**src/rtl/io_cfg_pkg.sv**
```systemverilog
// Shared definitions for serial program-chain controllers.
// Contents:
//   ST_*         FSM state encodings (legacy-compatible 3-bit constants)
//   ceil_div     integer ceiling division
//   clog2_min1   ceil(log2(v)) clamped to at least 1, for counter widths
//   num_words    number of words needed to cover a chain
//   last_word_w  number of valid bits in the final word of a chain
package io_cfg_pkg;

  localparam logic [2:0] ST_IDLE     = 3'd0;
  localparam logic [2:0] ST_FETCH    = 3'd1;
  localparam logic [2:0] ST_SHIFT_LO = 3'd2;
  localparam logic [2:0] ST_SHIFT_HI = 3'd3;
  localparam logic [2:0] ST_DONE     = 3'd4;

  function automatic int ceil_div(input int a, input int b);
    return (a + b - 1) / b;
  endfunction

  function automatic int clog2_min1(input int v);
    int r;
    r = 0;
    for (int i = 0; i < 31; i++) begin
      if ((1 << i) < v) r = i + 1;
    end
    return (r < 1) ? 1 : r;
  endfunction

  function automatic int num_words(input int chain_len, input int word_w);
    return ceil_div(chain_len, word_w);
  endfunction

  function automatic int last_word_w(input int chain_len, input int word_w);
    return chain_len - (num_words(chain_len, word_w) - 1) * word_w;
  endfunction

endpackage

```
**src/rtl/prog_tick_div.sv**
```systemverilog
// Half-period divider for the generated program clock.
// Ports:
//   i_clk        system clock
//   i_rst_n      asynchronous active-low reset
//   i_run        high while the controller is in a shift phase
//   o_phase_end  high on the last clk cycle of each CLK_DIV-cycle phase
// The counter is held at zero whenever i_run is low, so every bit begins
// with a full-length low phase after a FETCH.
module prog_tick_div #(
  parameter int CLK_DIV = 2
) (
  input  logic i_clk,
  input  logic i_rst_n,
  input  logic i_run,
  output logic o_phase_end
);
  import io_cfg_pkg::*;

  localparam int            CW       = clog2_min1(CLK_DIV);
  localparam logic [CW-1:0] CNT_LAST = CW'(CLK_DIV - 1);

  logic [CW-1:0] r_cnt;

  assign o_phase_end = i_run && (r_cnt == CNT_LAST);

  always_ff @(posedge i_clk or negedge i_rst_n) begin
    if (!i_rst_n) begin
      r_cnt <= '0;
    end else if (!i_run || o_phase_end) begin
      r_cnt <= '0;
    end else begin
      r_cnt <= r_cnt + CW'(1);
    end
  end

endmodule

```
**src/rtl/prog_chain_loader.sv**
```systemverilog
// Configuration controller for the serial program chain of an io_bank.
// Accepts CHAIN_LEN config bits as WORD_W-bit words (LSB first) and shifts
// them out on prog_in/prog_clk/prog_en, capturing prog_out on each bit so
// the previous chain contents come back as readback words.
// Ports:
//   clk, rst_n           system clock, asynchronous active-low reset
//   start                begin a load (honoured only in IDLE)
//   cfg_data/valid/ready config word stream (ready high in FETCH)
//   rb_data/rb_valid     readback word + 1-cycle strobe, no backpressure
//   busy, done           activity flag, 1-cycle completion strobe
//   prog_in/clk/en       serial chain drive
//   prog_out             serial data returned from the chain end
// All outputs are registers loaded from the next-state decode.
module prog_chain_loader #(
  parameter int CHAIN_LEN = 10,
  parameter int WORD_W    = 8,
  parameter int CLK_DIV   = 2
) (
  input  logic              clk,
  input  logic              rst_n,
  input  logic              start,
  input  logic [WORD_W-1:0] cfg_data,
  input  logic              cfg_valid,
  output logic              cfg_ready,
  output logic [WORD_W-1:0] rb_data,
  output logic              rb_valid,
  output logic              busy,
  output logic              done,
  output logic              prog_in,
  output logic              prog_clk,
  output logic              prog_en,
  input  logic              prog_out
);
  import io_cfg_pkg::*;

  localparam int NUM_WORDS = num_words(CHAIN_LEN, WORD_W);
  localparam int LAST_W    = last_word_w(CHAIN_LEN, WORD_W);
  localparam int BW        = clog2_min1(WORD_W);
  localparam int WCW       = clog2_min1(NUM_WORDS);

  localparam logic [BW-1:0]  BIT_LAST_FULL = BW'(WORD_W - 1);
  localparam logic [BW-1:0]  BIT_LAST_TAIL = BW'(LAST_W - 1);
  localparam logic [WCW-1:0] WORD_LAST     = WCW'(NUM_WORDS - 1);

  logic [2:0]        r_state;
  logic [2:0]        w_state_nxt;
  logic [BW-1:0]     r_bit_cnt;
  logic [WCW-1:0]    r_word_cnt;
  logic [WORD_W-1:0] r_tx;
  logic [WORD_W-1:0] r_rb_cap;
  logic [WORD_W-1:0] r_rb_data;
  logic              r_cfg_ready, r_rb_valid, r_busy, r_done;
  logic              r_prog_in, r_prog_clk, r_prog_en;

  logic              w_run, w_phase_end, w_last_word, w_word_end, w_take;
  logic              w_lo_end, w_hi_end;
  logic [BW-1:0]     w_bit_nxt;

  assign w_run       = (r_state == ST_SHIFT_LO) || (r_state == ST_SHIFT_HI);
  assign w_last_word = (r_word_cnt == WORD_LAST);
  // The final word may be shorter than WORD_W; its unused bits are never shifted.
  assign w_word_end  = (r_bit_cnt == (w_last_word ? BIT_LAST_TAIL : BIT_LAST_FULL));
  assign w_take      = r_cfg_ready && cfg_valid;
  assign w_lo_end    = (r_state == ST_SHIFT_LO) && w_phase_end;
  assign w_hi_end    = (r_state == ST_SHIFT_HI) && w_phase_end;
  assign w_bit_nxt   = r_bit_cnt + BW'(1);

  prog_tick_div #(.CLK_DIV(CLK_DIV)) u_tick (
    .i_clk       (clk),
    .i_rst_n     (rst_n),
    .i_run       (w_run),
    .o_phase_end (w_phase_end)
  );

  always_comb begin
    w_state_nxt = r_state;
    case (r_state)
      ST_IDLE:     if (start) w_state_nxt = ST_FETCH;
      ST_FETCH:    if (w_take) w_state_nxt = ST_SHIFT_LO;
      ST_SHIFT_LO: if (w_phase_end) w_state_nxt = ST_SHIFT_HI;
      ST_SHIFT_HI: begin
        if (w_phase_end) begin
          if (!w_word_end)       w_state_nxt = ST_SHIFT_LO;
          else if (!w_last_word) w_state_nxt = ST_FETCH;
          else                   w_state_nxt = ST_DONE;
        end
      end
      ST_DONE:     w_state_nxt = ST_IDLE;
      default:     w_state_nxt = ST_IDLE;
    endcase
  end

  // Control and output registers
  always_ff @(posedge clk or negedge rst_n) begin
    if (!rst_n) begin
      r_state     <= ST_IDLE;
      r_bit_cnt   <= '0;
      r_word_cnt  <= '0;
      r_rb_data   <= '0;
      r_cfg_ready <= 1'b0;
      r_rb_valid  <= 1'b0;
      r_busy      <= 1'b0;
      r_done      <= 1'b0;
      r_prog_in   <= 1'b0;
      r_prog_clk  <= 1'b0;
      r_prog_en   <= 1'b0;
    end else begin
      r_state     <= w_state_nxt;
      r_cfg_ready <= (w_state_nxt == ST_FETCH);
      r_prog_clk  <= (w_state_nxt == ST_SHIFT_HI);
      r_prog_en   <= (w_state_nxt == ST_FETCH) || (w_state_nxt == ST_SHIFT_LO) ||
                     (w_state_nxt == ST_SHIFT_HI);
      r_busy      <= (w_state_nxt != ST_IDLE);
      r_done      <= (w_state_nxt == ST_DONE);
      r_rb_valid  <= 1'b0;

      if (w_take) begin
        r_bit_cnt <= '0;
        r_prog_in <= cfg_data[0];
      end

      if (w_hi_end) begin
        if (w_word_end) begin
          r_rb_data  <= r_rb_cap;
          r_rb_valid <= 1'b1;
          r_word_cnt <= w_last_word ? '0 : r_word_cnt + WCW'(1);
          if (w_last_word) r_prog_in <= 1'b0;
        end else begin
          r_bit_cnt <= w_bit_nxt;
          r_prog_in <= r_tx[w_bit_nxt];
        end
      end
    end
  end

  // Word data registers: cleared per word by the handshake, not by reset
  always_ff @(posedge clk) begin
    if (w_take) begin
      r_tx     <= cfg_data;
      r_rb_cap <= '0;
    end else if (w_lo_end) begin
      // Sample just before the rising prog_clk edge, while the chain end is stable.
      r_rb_cap[r_bit_cnt] <= prog_out;
    end
  end

  assign cfg_ready = r_cfg_ready;
  assign rb_data   = r_rb_data;
  assign rb_valid  = r_rb_valid;
  assign busy      = r_busy;
  assign done      = r_done;
  assign prog_in   = r_prog_in;
  assign prog_clk  = r_prog_clk;
  assign prog_en   = r_prog_en;

endmodule
```
**config.mk**
```make
export PLATFORM = sky130hd
export DESIGN_NAME = prog_chain_loader
export DESIGN_NICKNAME = d
export VERILOG_FILES = /design/src/rtl/io_cfg_pkg.sv /design/src/rtl/prog_tick_div.sv /design/src/rtl/prog_chain_loader.sv
export SDC_FILE = /design/constraint.sdc
export NUM_CORES = 1
export LEC_CHECK = 0
export ABC_CLOCK_PERIOD_IN_PS = 2400
export CAP_MARGIN = 20
export CORE_MARGIN = 1
export CORE_UTILIZATION = 35
export DETAILED_ROUTE_END_ITERATION = 10
export SYNTH_ARGS = -nofsm -noshare
export SYNTH_HDL_FRONTEND = slang
export SYNTH_SLANG_ARGS = --single-unit
```
**constraint.sdc**
```tcl
create_clock -name clk -period 2.4 [get_ports clk]
set_clock_uncertainty 0.05 [all_clocks]
set_input_delay 0.24 -clock clk [delete_from_list [all_inputs] [get_ports clk]]
set_output_delay 0.24 -clock clk [all_outputs]
set_load 0.1 [all_outputs]
```
Word-level counts from Yosys, hierarchy flattened
Index checks and enable logic that the tools add are counted.

storage, ports and cells
  register bits = 39
  output and inout bits = 15
  bits of input ports = 13
  word-level logic and storage cells = 65

operators by class
  add/subtract/negate cells = 3
  reduce and logical (&&, ||, !) cells = 13
  $lt $le $gt $ge = 3
  muxes and demuxes = 24
  eq/ne operators = 8

operators by type and width
  operator               count
  $mux W3                10
  $eq A3 B2 Y1 const B   4
  $pmux W3 S4            1
  $mux W1                10
  $bwmux W8              1
  $lt A3 B4 Y1 const B   2
  $eq A3 B1 Y1 const B   2
  $logic_and A1 B1 Y1    5
  $logic_or A1 B1 Y1     4
  $add A3 B1 Y3 const B  1
  $bmux W1 S3            1
  $demux W1 S3           1
  $eq A3 B3 Y1           1
  $eq A3 B3 Y1 const B   1
  $ge A3 B1 Y1 const B   1
  $logic_not A3 Y1       1
  $reduce_bool A3 Y1     1
  $add A1 B1 Y1 const B  2
  $reduce_and A2 Y1      1
  $logic_not A1 Y1       1

Depth between registers and ports, before layout
Gate-level depths: netlist of run 1.

  word-level depth = 8
  depth in mapped cells = 7
  depth with buffers taken out = 5

By module
From an unflattened synthesis of run 1, not the netlist that was laid out.

unflattened totals
  cells, all modules = 134
  area total of the unflattened synthesis = 1706.6 um^2

by module, submodules not included
  module             seq. area each (um^2)  instances  area each (um^2)  cells each
  prog_chain_loader  950.9                  1          1665.3            131
  prog_tick_div      25.0                   1          41.3              3

Worst setup path after synthesis of run 1
OpenSTA, ideal clock, no wires.

  path type = reg-to-reg
  from = register r_cfg_ready (netlist: cfg_ready)
  to = register r_prog_in (netlist: prog_in)
  buffers on the path = 0
  cell stages (with the launch flop) = 5
  data required time = 2.249 ns
  setup time = 0.101 ns
  data arrival time = 1.751 ns
  slack = 0.498 ns
  clock period less this slack = 1.902 ns
  cell sequence = dfrtp_1 > nand2_1 > inv_2 > nor2_1 > o32ai_1

on the way
  longest elaborated chain between the ends = 5

ends and longest elaborated chain
  item                      RTL line                  source
  start: declaration        prog_chain_loader.sv:52   logic r_cfg_ready, r_rb_valid, r_busy, r_done;
  start signal: assignment  prog_chain_loader.sv:109  r_cfg_ready <= (w_state_nxt == ST_FETCH);
  $logic_and A1 B1 Y1 *     prog_chain_loader.sv:63   assign w_take = r_cfg_ready && cfg_valid;
  net w_take                prog_chain_loader.sv:55   logic w_run, w_phase_end, w_last_word, w_word_end, w_take;
  $mux W1 *                 prog_chain_loader.sv:117  if (w_take) begin
  $mux W1                   prog_chain_loader.sv:127  if (w_last_word) r_prog_in <= 1'b0;
  $mux W1                   prog_chain_loader.sv:123  if (w_word_end) begin
  $mux W1 *                 prog_chain_loader.sv:122  if (w_hi_end) begin
  end signal: assignment    prog_chain_loader.sv:119  r_prog_in <= cfg_data[0];
  end signal: assignment    prog_chain_loader.sv:130  r_prog_in <= r_tx[w_bit_nxt];
  end: declaration          prog_chain_loader.sv:53   logic r_prog_in, r_prog_clk, r_prog_en;

The timed path passes the listed nets; every way through them passes the cells marked *.
A chain may end at the register's enable or synchronous reset.

Worst setup path in the final report of run 1
  from = register r_bit_cnt[2]
  to = register r_rb_data[3] (netlist: rb_data[3])

on the way
  longest elaborated chain between the ends = 2

ends and longest elaborated chain
  item                         RTL line                  source
  start: declaration           prog_chain_loader.sv:47   logic [BW-1:0] r_bit_cnt;
  start signal: assignment     prog_chain_loader.sv:129  r_bit_cnt <= w_bit_nxt;
  $eq A3 B3 Y1                 prog_chain_loader.sv:62   assign w_word_end = (r_bit_cnt == (w_last_word ? BIT_LAST_TAIL : BIT_LAST_FULL));
  $reduce_and A2 Y1 (no line)  n/a
  end signal: assignment       prog_chain_loader.sv:124  r_rb_data <= r_rb_cap;
  end: declaration             prog_chain_loader.sv:51   logic [WORD_W-1:0] r_rb_data;

Every way passes these cells.

==> results.json, run 1 <==
{
  "first_iter_violations": 56,
  "num_vias": 1058,
  "antenna_left": 0,
  "startpoint_type": "flop",
  "cts_tree": "yes",
  "port_buffers": 27,
  "clkSlewWorstSetupHoldPaths_ps": 70,
  "die_y_um": 70.2,
  "antenna_found_initial": 0,
  "cts_buffers": 5,
  "cts_resized": 0,
  "hold_violations": 0,
  "critPathArrivalTime_ps": 2130,
  "power_density_nw_per_um2": 1300,
  "fin_crit_ps": 2010,
  "finalCritPeriodShare": 0.839,
  "final_area_um2": 1980,
  "slowest_delay_ps": 490,
  "die_w_um": 70.2,
  "root_buffer": "clkbuf_8",
  "outcome": "completed",
  "ys_ff_latch": 39,
  "cts.path.max_buffers": 2,
  "async_flop_share": 0.590,
  "wl_mm": 2.80,
  "leakage_nw": 0.891,
  "synth_cell_types": 39,
  "timing.rr.end": "rb_data[3]$_DFFE_PN0P_",
  "place_area_um2": 1900,
  "crit_type": "reg2reg",
  "io_pins": 28,
  "post-place-ws_ps": 384,
  "mappedNetlistArea_um2": 1630,
  "grt_pass1_vias": 1065,
  "grt_start_max_net_pins": 24,
  "syn_to_final_growth_pct": 21.5,
  "reg2reg_depth": 5,
  "worst_slack_ps": 387,
  "slowest_stage": "dfrtp_1",
  "start_util": 0.369,
  "tns_ps": 0,
  "grt_overflow_total": 0,
  "synth_fp_nets": 142,
  "fill_cells": 414,
  "cts_hold_buffers": 0,
  "layout-drive-gt1-share": 0.208,
  "final_cells": 211,
  "path_cells": "and4b_4, a31oi_1, or2_1, buf_4, mux2_4",
  "cts_setup_buffers": 0,
  "synth_edf_count": 8,
  "synth_seq_area_share": 0.600,
  "tightest_slew_ps": 601,
  "ys.flop_type": "dfrtp_1",
  "htree_levels": 2,
  "worstPathRequired_ps": 2520,
  "hold_path.class": "in2async",
  "max_slew_margin": 0.594,
  "synthCells": 128,
  "track_usage": 0.134,
  "clock_latency_ps": 290,
  "nets": 172,
  "end_kind": "flop",
  "dieArea_um2": 4930,
  "avgSynthCellArea_um2": 12.7,
  "dr.pass1.iters": 4,
  "drv_cap": 0,
  "drc": 0,
  "grt_pass1_wl_mm": 4.98,
  "seq_area_um2": 976,
  "multiInputGateArea_um2": 576,
  "core_area_um2": 4410,
  "gp_congestion": 0.761,
  "routedWlPerCell_um": 13.3,
  "cts.sinks": 39,
  "row_count": 24,
  "vdd_drop_max_mv": 0.430,
  "drt-vias-per-instance": 5.01,
  "reg2reg_from": "r_bit_cnt[2]$_DFF_PN0_",
  "slew_violations": 0,
  "rrSetupSlack_ps": 390,
  "place_inst": 203,
  "timing.fmax_mhz": 497,
  "place_hpwl_mm": 2.05,
  "num_antenna_cells": 0,
  "path_max_fanout": 11,
  "setup-violations-final": 0,
  "rsz0062_at_grt": "false",
  "yosysWarnings": 0
}
-- worst max-delay path by stage --
stage | slack [ps] | to | cells past startpoint | from
6_report | 390 | rb_data[3]$_DFFE_PN0P_ | 5 | r_bit_cnt[2]$_DFF_PN0_
5_1_grt | 230 | rb_data[7]$_DFFE_PN0P_ | 5 | r_bit_cnt[2]$_DFF_PN0_
3_3_place_gp | 460 | rb_data[7]$_DFFE_PN0P_ | 5 | r_bit_cnt[2]$_DFF_PN0_
3_5_place_dp | 380 | rb_data[5]$_DFFE_PN0P_ | 5 | r_bit_cnt[2]$_DFF_PN0_
4_1_cts | 370 | rb_data[3]$_DFFE_PN0P_ | 5 | r_bit_cnt[2]$_DFF_PN0_
2_1_floorplan | 500 | prog_in$_DFF_PN0_ | 4 | cfg_ready$_DFF_PN0_
-- flip-flops by register name (all words and copies together), names as in the netlist, 3 cells and up --
name,flops
r_tx,8
rb_data,8
r_rb_cap,8
r_state,3
r_bit_cnt,3
-- metrics by stage --
stage / hold slack (ps) / utilization / power [W]
after CTS: 257 / 0.448 / 0.00261
after global placement: 406 / 0.430 / 0.00218
after global routing: 274 / 0.448 / 0.00273
final: 250 / 0.448 / 0.00258
after detailed placement: 415 / 0.430 / 0.00220
after floorplan: -106 / - / 0.00195
-- layout make-up --
| class | count | share of cell area |
|---|---|---|
| Tap cell | 52 | 0.0329 |
| Multi-Input combinational cell | 75 | 0.291 |
| Inverter | 7 | 0.0133 |
| Sequential cell | 39 | 0.493 |
| Clock buffer | 8 | 0.0405 |
| Timing Repair Buffer | 30 | 0.129 |
-- metal layers --
layer,wire length (um),vias to the layer above,track usage,share of wire
li1,-,513,-,-
met1,1300,520,0.175,0.46
met2,1310,20,0.199,0.47
met3,127,5,0.0462,0.045
met4,67,0,0.0667,0.024
met5,0,-,0,0
-- cells by family after synthesis --
group,synth area share
adders and majority gates,0.00769
AOI/OAI and AO/OA,0.0407
buffers and inverters,0.0469
and+or+nand+nor,0.145
muxes,0.150
xor gates and xnor gates,0.0108
DFF,0.600
-- synth_stat cells, types with 2 or more instances --
master / n / area (um2)
o21ai_0: 2 / 10.0
xnor2_1: 2 / 17.5
inv_1: 6 / 22.5
edfxtp_1: 8 / 240
nor3_1: 2 / 10.0
mux2i_1: 9 / 90.1
mux4_2: 2 / 45.0
buf_4: 2 / 15.0
mux2_4: 5 / 75.1
nand4b_1: 3 / 26.3
nand2_1: 5 / 18.8
nor2_1: 16 / 60.1
buf_6: 2 / 22.5
dfrtp_1: 23 / 576
dfxtp_1: 8 / 160
mux2_1: 3 / 33.8
nand3_1: 6 / 30.0
nor4b_1: 2 / 17.5
clkbuf_1: 2 / 7.51
-- worst max-delay path: cells and delay by family, from the launching register on --
family | cells | cell delay (ps)
buffers and inverters | 1 | 240
flip-flops | 1 | 490
multiplexers | 1 | 310
AO/OA/AOI/OAI | 1 | 220
AND/OR/NAND/NOR | 2 | 580
-- report_power, final --
part	total [W]	internal, W	switching (W)
Clock	0.000408	0.000206	0.000202
Combinational	0.00117	0.000357	0.000811
Sequential	0.00100	0.000860	0.000141
-- layout by cell type, fill, tap and decap left out, types with 3 or more instances in the layout --
cell type / netlist / layout
buf_4: 2 / 18
clkbuf_1: 2 / 3
clkbuf_8: 0 / 5
clkdlybuf4s50_1: 0 / 12
dfrtp_1: 23 / 23
dfxtp_1: 8 / 8
edfxtp_1: 8 / 8
inv_1: 6 / 6
mux2_1: 3 / 3
mux2_4: 5 / 5
mux2i_1: 9 / 9
nand2_1: 5 / 5
nand3_1: 6 / 6
nand4b_1: 3 / 3
nor2_1: 16 / 16
(Power assumes the default switching activity.)
==> inputs of run 2 (changes only) <==
- ABC_CLOCK_PERIOD_IN_PS: 2400 -> 1960
- clock period: 2.4 -> 1.96 ns (I/O delays scaled with it)
==> run 2 against run 1 <==
Effect of this change:
- cell count up 3.8%
- via count up 2.0%
- register-to-register slack worse by 250 ps
- critical path type unchanged
==> results.json, run 2 (same netlist as run 1, synthesis figures left out) <==
{
  "rrSetupSlack_ps": 130,
  "antenna_found_initial": 0,
  "layout-drive-gt1-share": 0.251,
  "slew_violations": 0,
  "die_y_um": 70.2,
  "layout_common_cells": "buf_4 (26), dfrtp_1 (23), nor2_1 (16), clkdlybuf4s50_1 (12), mux2i_1 (9)",
  "power_frac_comb": 0.482,
  "hold_path.class": "in2async",
  "clkPwrFrac": 0.155,
  "grt_start_max_net_pins": 24,
  "startpoint_type": "flop",
  "fin_util": 0.462,
  "routedWlPerCell_um": 13.5,
  "path_cells": "buf_4, nor2_2, a31oi_1, or2_2, mux2_1",
  "outcome": "completed",
  "cp_num_buf_inv": 1,
  "nets": 180,
  "root_buffer": "clkbuf_8",
  "worst_slack_ps": 133,
  "power_density_nw_per_um2": 1600,
  "antenna_left": 0,
  "vdd_drop_max_mv": 0.544,
  "crit_family": "simple AND/OR/NAND/NOR gates",
  "slowest_delay_ps": 460,
  "tns_ps": 0,
  "cts_setup_buffers": 0,
  "tightest_slew_ps": 379,
  "port_buffers": 27,
  "wl_mm": 2.96,
  "end_kind": "flop",
  "drv_cap": 0,
  "critPathArrivalTime_ps": 1950,
  "grt_pass1_wl_mm": 5.46,
  "layout_commonest_cell": "buf_4",
  "dr.pass1.iters": 4,
  "first_iter_violations": 44,
  "crit_type": "reg2reg",
  "cts_tree": "yes",
  "switchingPower_w": 0.00145,
  "cts_buffers": 5,
  "place_hpwl_mm": 2.12,
  "io_pins": 28,
  "finalCritPeriodShare": 0.932,
  "path_max_fanout": 11,
  "place_area_um2": 1960,
  "grt_pass1_vias": 1150,
  "p_sw_frac": 0.445,
  "post-place-ws_ps": 84.5,
  "timing.fmax_mhz": 547,
  "syn_to_final_growth_pct": 25.2,
  "worstPathRequired_ps": 2080,
  "max_slew_margin": 0.744,
  "internal_power_w": 0.00182,
  "core_area_um2": 4410,
  "row_count": 24,
  "setup-violations-final": 0,
  "drt-vias-per-instance": 4.93,
  "htree_levels": 2,
  "track_usage": 0.143,
  "hold_violations": 0,
  "cts.path.max_buffers": 2,
  "final_area_um2": 2040,
  "clock_latency_ps": 290,
  "gp_congestion": 0.776,
  "clkSlewWorstSetupHoldPaths_ps": 70,
  "slowest_stage": "or2_2",
  "cts.sinks": 39,
  "die_w_um": 70.2,
  "seq_power_share": 0.363,
  "leakage_nw": 0.931,
  "dieArea_um2": 4930,
  "num_vias": 1079,
  "rsz0062_at_grt": "false",
  "start_util": 0.369,
  "grt_overflow_total": 0,
  "num_antenna_cells": 0,
  "drc": 0,
  "fin_crit_ps": 1830
}
## run 2: cell count changes in the layout (fill, tap and decap cells not counted)
cell	change
or2_2	+1
or2_1	-1
buf_4	+8
## run 2: per-stage QoR
step | hold slack [ps] | std cells | total power, W
floorplan | -150 | 128 | 0.00238
global placement | 399 | 211 | 0.00275
detailed placement | 410 | 211 | 0.00279
CTS | 207 | 219 | 0.00330
global route | 238 | 219 | 0.00347
finish | 203 | 219 | 0.00327
## run 2: layout make-up
| type | count | area, um2 |
|---|---|---|
| multi-input cells | 75 | 576 |
| well taps | 52 | 65.1 |
| flip-flops and latches | 39 | 976 |
| inverters | 7 | 26.3 |
| repair buffers | 38 | 315 |
| fillers | 396 | 2380 |
| clock buffers | 8 | 80.1 |
## run 2: final timing paths
path,start,end,cells after the start
max in group asynchronous,rst_n,rb_valid$_DFF_PN0_,2
max reg2reg,r_bit_cnt[2]$_DFF_PN0_,rb_data[1]$_DFFE_PN0P_,5
min,rst_n,prog_en$_DFF_PN0_,2
min in group clk,cfg_data[6],r_tx[6]$_DFFE_PP_,1
min reg2reg,r_rb_cap[2]$_SDFFE_PP0P_,rb_data[2]$_DFFE_PN0P_,1
max,r_bit_cnt[2]$_DFF_PN0_,rb_data[1]$_DFFE_PN0P_,5
## run 2: per-layer routing
layer	part of all wire	vias to the layer above	routed length (um)	track usage
met5	0	-	0	0
met4	0.025	0	75	0.0711
met3	0.046	8	135	0.0491
met2	0.48	18	1410	0.230
met1	0.45	523	1340	0.170
li1	-	530	-	-
## run 2: repair_timing
| item | 4_1_cts | 5_1_grt |
|---|---|---|
| resized for setup | 0 | 1 |
| endpoints found under the setup margin | 0 | 9 |
| hold buffers | 0 | 0 |
## run 2: power groups by stage
stage          clock network, W  logic, W  registers, W
2_1_floorplan                 0  0.000604       0.00178
3_3_place_gp                  0   0.00156       0.00119
3_5_place_dp                  0   0.00158       0.00120
4_1_cts                0.000525   0.00159       0.00119
5_1_grt                0.000568   0.00169       0.00122
6_report               0.000507   0.00158       0.00119
## run 2: worst reg2reg max path, stage by stage (launching register included)
cell and delay (ps):
dfrtp_1 410, buf_4 160, nor2_2 160, a31oi_1 120
or2_2 460, mux2_1 350
